## src/rtl/cam_access_ctrl.sv

```systemverilog
// Initiator-side controller for a 16-entry CAM: serialises lookup/write requests onto the CAM pins
// and returns one response per request. A validity bitmap masks stale CAM contents.
module cam_access_ctrl #(
    parameter int KEY_W         = 8,
    parameter int ADDR_W        = 4,
    parameter bit ALLOC_ON_MISS = 1'b1
) (
    input  logic              clk,
    input  logic              rst_n,
    input  logic              req_valid,
    output logic              req_ready,
    input  logic              req_op,
    input  logic [KEY_W-1:0]  req_key,
    input  logic [ADDR_W-1:0] req_addr,
    output logic              rsp_valid,
    input  logic              rsp_ready,
    output logic              rsp_hit,
    output logic [ADDR_W-1:0] rsp_addr,
    output logic              rsp_alloc,
    output logic              cam_wen,
    output logic              cam_ren,
    output logic [KEY_W-1:0]  cam_din,
    output logic [ADDR_W-1:0] cam_addr,
    input  logic [ADDR_W-1:0] cam_dout,
    input  logic              cam_hit
);

    localparam int ENTRIES = 1 << ADDR_W;

    typedef enum logic [2:0] {
        S_IDLE,
        S_LOOKUP,
        S_CAPTURE,
        S_ALLOC,
        S_WRITE,
        S_RESP
    } state_e;

    state_e              state_q, state_d;
    logic [KEY_W-1:0]    key_q, key_d;
    logic [ADDR_W-1:0]   addr_q, addr_d;
    logic [ENTRIES-1:0]  valid_q, valid_d;
    logic [ADDR_W-1:0]   alloc_ptr_q, alloc_ptr_d;

    logic                req_ready_q, req_ready_d;
    logic                rsp_valid_q, rsp_valid_d;
    logic                rsp_hit_q, rsp_hit_d;
    logic [ADDR_W-1:0]   rsp_addr_q, rsp_addr_d;
    logic                rsp_alloc_q, rsp_alloc_d;
    logic                cam_wen_q, cam_wen_d;
    logic                cam_ren_q, cam_ren_d;
    logic [KEY_W-1:0]    cam_din_q, cam_din_d;
    logic [ADDR_W-1:0]   cam_addr_q, cam_addr_d;

    logic                eff_hit;

    // A CAM match only counts if the matched slot has been written since reset.
    assign eff_hit = cam_hit & valid_q[cam_dout];

    always_comb begin
        // NOTE: every signal gets a default before the case so no path leaves one unassigned (no latch).
        state_d     = state_q;
        key_d       = key_q;
        addr_d      = addr_q;
        valid_d     = valid_q;
        alloc_ptr_d = alloc_ptr_q;
        req_ready_d = 1'b0;
        rsp_valid_d = rsp_valid_q;
        rsp_hit_d   = rsp_hit_q;
        rsp_addr_d  = rsp_addr_q;
        rsp_alloc_d = rsp_alloc_q;
        cam_wen_d   = 1'b0;
        cam_ren_d   = 1'b0;
        cam_din_d   = cam_din_q;
        cam_addr_d  = cam_addr_q;

        case (state_q)
            S_IDLE: begin
                if (req_valid && req_ready_q) begin
                    key_d     = req_key;
                    addr_d    = req_addr;
                    cam_din_d = req_key;
                    if (req_op) begin
                        state_d    = S_WRITE;
                        cam_wen_d  = 1'b1;
                        cam_addr_d = req_addr;
                    end else begin
                        state_d   = S_LOOKUP;
                        cam_ren_d = 1'b1;
                    end
                end else begin
                    req_ready_d = 1'b1;
                end
            end
            S_LOOKUP: begin
                state_d = S_CAPTURE;
            end
            S_CAPTURE: begin
                if (eff_hit) begin
                    rsp_valid_d = 1'b1;
                    rsp_hit_d   = 1'b1;
                    rsp_addr_d  = cam_dout;
                    rsp_alloc_d = 1'b0;
                    state_d     = S_RESP;
                end else if (ALLOC_ON_MISS) begin
                    state_d    = S_ALLOC;
                    cam_wen_d  = 1'b1;
                    cam_addr_d = alloc_ptr_q;
                    cam_din_d  = key_q;
                end else begin
                    rsp_valid_d = 1'b1;
                    rsp_hit_d   = 1'b0;
                    rsp_addr_d  = '0;
                    rsp_alloc_d = 1'b0;
                    state_d     = S_RESP;
                end
            end
            S_ALLOC: begin
                // Round-robin replacement: the pointer wraps, overwriting the oldest allocation.
                valid_d[alloc_ptr_q] = 1'b1;
                alloc_ptr_d          = alloc_ptr_q + ADDR_W'(1);
                rsp_valid_d          = 1'b1;
                rsp_hit_d            = 1'b0;
                rsp_addr_d           = alloc_ptr_q;
                rsp_alloc_d          = 1'b1;
                state_d              = S_RESP;
            end
            S_WRITE: begin
                valid_d[addr_q] = 1'b1;
                rsp_valid_d     = 1'b1;
                rsp_hit_d       = 1'b1;
                rsp_addr_d      = addr_q;
                rsp_alloc_d     = 1'b0;
                state_d         = S_RESP;
            end
            S_RESP: begin
                if (rsp_ready) begin
                    rsp_valid_d = 1'b0;
                    rsp_alloc_d = 1'b0;
                    req_ready_d = 1'b1;
                    state_d     = S_IDLE;
                end
            end
            default: begin
                state_d = S_IDLE;
            end
        endcase
    end

    // NOTE: state updates use non-blocking assignments so every flop samples pre-edge values.
    always_ff @(posedge clk) begin
        if (!rst_n) begin
            state_q     <= S_IDLE;
            key_q       <= '0;
            addr_q      <= '0;
            // NOTE: the validity bitmap is reset (unlike the CAM array) because it defines what is stale.
            valid_q     <= '0;
            alloc_ptr_q <= '0;
            req_ready_q <= 1'b0;
            rsp_valid_q <= 1'b0;
            rsp_hit_q   <= 1'b0;
            rsp_addr_q  <= '0;
            rsp_alloc_q <= 1'b0;
            cam_wen_q   <= 1'b0;
            cam_ren_q   <= 1'b0;
            cam_din_q   <= '0;
            cam_addr_q  <= '0;
        end else begin
            state_q     <= state_d;
            key_q       <= key_d;
            addr_q      <= addr_d;
            valid_q     <= valid_d;
            alloc_ptr_q <= alloc_ptr_d;
            req_ready_q <= req_ready_d;
            rsp_valid_q <= rsp_valid_d;
            rsp_hit_q   <= rsp_hit_d;
            rsp_addr_q  <= rsp_addr_d;
            rsp_alloc_q <= rsp_alloc_d;
            cam_wen_q   <= cam_wen_d;
            cam_ren_q   <= cam_ren_d;
            cam_din_q   <= cam_din_d;
            cam_addr_q  <= cam_addr_d;
        end
    end

    assign req_ready = req_ready_q;
    assign rsp_valid = rsp_valid_q;
    assign rsp_hit   = rsp_hit_q;
    assign rsp_addr  = rsp_addr_q;
    assign rsp_alloc = rsp_alloc_q;
    assign cam_wen   = cam_wen_q;
    assign cam_ren   = cam_ren_q;
    assign cam_din   = cam_din_q;
    assign cam_addr  = cam_addr_q;

endmodule

```

## config.mk

```make
export PLATFORM = sky130hd
export DESIGN_NAME = cam_access_ctrl
export DESIGN_NICKNAME = d
export VERILOG_FILES = /design/src/rtl/cam_access_ctrl.sv
export SDC_FILE = /design/constraint.sdc
export NUM_CORES = 1
export LEC_CHECK = 0
export BUFFER_PORTS_ARGS = -buffer_cell sky130_fd_sc_hd__buf_2
export CORE_UTILIZATION = 57
export CTS_CLUSTER_DIAMETER = 200
export DETAILED_ROUTE_END_ITERATION = 6
export PLACE_DENSITY = 0.83
export RECOVER_POWER = 50
export SKIP_CTS_REPAIR_TIMING = 1
export SYNTH_ARGS = -nofsm -noshare
export SYNTH_HDL_FRONTEND = slang
export SYNTH_SLANG_ARGS = --single-unit
```

## constraint.sdc

```tcl
create_clock -name clk -period 2.68 [get_ports clk]
set_input_delay 0.536 -clock clk [delete_from_list [all_inputs] [get_ports clk]]
set_output_delay 0.536 -clock clk [all_outputs]
set_load 0.01 [all_outputs]
```

==> impl_metrics.yaml <==
route:
  drt_iter0_drc: 370
  drcViolationCount: 0
  vias: 2703
  dr.pass1.iters: 5
  wl_mm: 7.22
  wl_per_cell_um: 15.8
  via_per_inst: 5.91
  ant_nets: 0
floorplan:
  die_y_um: 74.0
  core-area_um2: 4850
  die_x_um: 74.0
  start_util_pct: 60.9
  dieArea_um2: 5470
  ios: 44
  rows: 25
global_route:
  grt-ovfl-total: 0
  busiest_layer: "met2"
  grt_use_met2_pct: 46.7
  globalRouteMet3Util_pct: 4.20
  antenna_found_initial: 0
  use_met1_pct: 38.8
  grt_start_max_net_pins: 32
  grt_pass1_wl_mm: 11.9
  grt_pass1_vias: 2520
  track_usage_pct: 28.7
placed_design:
  placed_cells: 441
  dpl.hpwl_mm: 5.05
  place.gp.congestion: 0.878
  io_buffers: 43
critical_path:
  cpPeakStageDelay_ns: 0.66
  crit_path_end_kind: "register"
  path_cells: "nor3_1, and2_1, nor3_4, nor2_1, a211oi_1, o311a_1"
  cp_max_fo: 16
  r2r_slack_ns: 0.37
  cp_slowest_cell: "dfxtp_1"
  cp_data_required_time_ns: 2.96
  crit_arrival_ns: 2.60
  critical_path_class: "register to register"
  crit_path_start_kind: "register"
clock_tree:
  cts_max_path_buffers: 2
  htree_levels: 3
  root_buffer: "clkbuf_8"
  cts_buffers: 9
  path_clk_slew_ns: 0.07
  clk_latency_ns: 0.34
  clock-sinks: 57
  cts_tree: "yes"
yosys:
  synth.area.top_cells: "dfxtp_1 (39%), nand2_1 (7.8%), nor2_1 (6.0%)"
  yosysUniqueCellTypes: 52
  syn-cell-area_um2: 2950
  synth_seq_cells: 57
  synth_top_cell_area_share_pct: 38.6
  synth_warnings: 0
  seq_area_frac_synth_pct: 38.6
  synth-edff-count: 0
  avgSynthCellArea_um2: 8.44
  synth_nets: 377
  syn_inst: 350
  synthFlopType: "dfxtp_1"
  synthArstFlopShare_pct: 0
  synth_largest_area_cell: "dfxtp_1"
power:
  power_density_nw_per_um2: 692
  power_mw: 2.32
  power_leakage_nw: 1.23
  ir_worst_vdd_mv: 0.476
timing:
  period_share_pct: 86.3
  rsz0062_at_grt: "no"
  fin_skew_ns: 0.00777
  finalCriticalPeriod_ns: 2.31
  hold_viol_final: 0
  max_slew.worst_pin.slew_ns: 0.772
  maxSlewHeadroom_pct: 48.5
  fin_setup_tns_ns: 0
  setup_viol: 0
  slew_violations: 0
  fmax_mhz: 432
finish:
  nets: 412
  final_cell_count_no_fill: 457
  drive_gt1_share_pct: 15.1
  fillers: 395
  syn_to_final_growth_pct: 13.4
  antenna_cells: 0
job:
  drv_cap: 0
outcome:
  status: "complete, no violations"
worst_hold_path:
  min_path_type: "input pin to register"
[final timing paths]
path / startpoint / endpoint / cells past startpoint
max: state_q[0] / cam_din[5] / 6
min: req_op / cam_ren / 2
max reg2reg: state_q[0] / cam_din[5] / 6
min reg2reg: rsp_addr[2] / rsp_addr[2] / 2
[critical path: cells and delay by family (launching register included)]
| kind | cells | cell delay, ns |
|---|---|---|
| compound gates | 2 | 0.50 |
| flops | 1 | 0.66 |
| simple gates | 4 | 1.10 |
[power by group]
group          internal (mW)  switching (mW)  leakage [nW]  total, mW
registers              0.923          0.0721         0.463      0.995
clock network          0.505           0.341         0.107      0.846
logic                  0.193           0.284         0.665      0.477
total                   1.62           0.697          1.23       2.32
[registers in the layout, indices dropped and copies added, names as in the netlist, 3 cells and up]
name         flops
valid_q         16
cam_din          8
key_q            8
addr_q           4
alloc_ptr_q      4
cam_addr         4
rsp_addr         4
state_q          3
[stage by stage]
stage	cell area [um2]	utilization (%)	setup slack (ns)	hold WS [ns]
after floorplan	2950	-	0.648	0.435
after global placement	3180	65.6	0.361	0.444
after detailed placement	3180	65.6	0.240	0.448
after CTS	3390	69.9	0.469	0.410
after global routing	3350	69.1	0.186	0.419
final	3350	69.1	0.366	0.415
[synthesized netlist by cell type, types with 3 or more instances]
cell type	n
nor2b_1	7
a221oi_1	6
nor2_1	47
and3_1	3
mux2i_1	8
a311oi_1	7
clkbuf_1	13
nand3_1	7
buf_6	3
nor3_1	6
nor3_2	3
a211oi_1	10
nand3b_1	9
or3_1	3
dfxtp_1	57
buf_1	3
ha_1	5
nand2_1	61
a21oi_1	25
nand4_1	3
o311a_1	8
inv_1	4
a22oi_1	6
nor3b_2	3
buf_2	3
[layout make-up]
class	instances	area, um2	area share (%)
Multi-Input combinational cell	264	1670	49.7
Sequential cell	57	1140	34.1
Timing Repair Buffer	48	234	6.98
Clock buffer	14	173	5.15
Tap cell	67	83.8	2.50
Clock inverter	2	35.0	1.05
Inverter	5	18.8	0.560
[routing by layer]
metal	up-vias	share of wire [%]
li1	1324	-
met1	1234	44
met2	135	47
met3	10	7.7
met4	0	1.5
met5	-	0
[cells by family after synthesis]
| group | after synthesis | synth area share (%) |
|---|---|---|
| DFF | 57 | 38.6 |
| AOI/OAI and AO/OA | 79 | 20.2 |
| adders and majority gates | 5 | 2.12 |
| muxes | 14 | 5.76 |
| xor gates and xnor gates | 2 | 0.593 |
| and+or+nand+nor | 164 | 27.9 |
| buffers and inverters | 29 | 4.83 |
[placed cells by master (no fill, tap or decap), types with 3 or more instances in the layout]
| cell | n |
|---|---|
| nor2_1 | 47 |
| or3_1 | 3 |
| nand2_1 | 61 |
| nor2b_1 | 7 |
| dfxtp_1 | 57 |
| a221oi_1 | 6 |
| a21oi_1 | 25 |
| mux2i_1 | 8 |
| a22oi_1 | 6 |
| nand3_1 | 7 |
| nor3b_2 | 3 |
| clkbuf_1 | 25 |
| buf_4 | 3 |
| inv_1 | 4 |
| and3_1 | 3 |
| clkbuf_8 | 12 |
| a311oi_1 | 7 |
| buf_2 | 21 |
| nand3b_1 | 9 |
| nor3_1 | 7 |
| nand4_1 | 3 |
| o311a_1 | 8 |
| a211oi_1 | 10 |
| ha_1 | 5 |
Note: power is estimated with default switching activity, not from simulation.
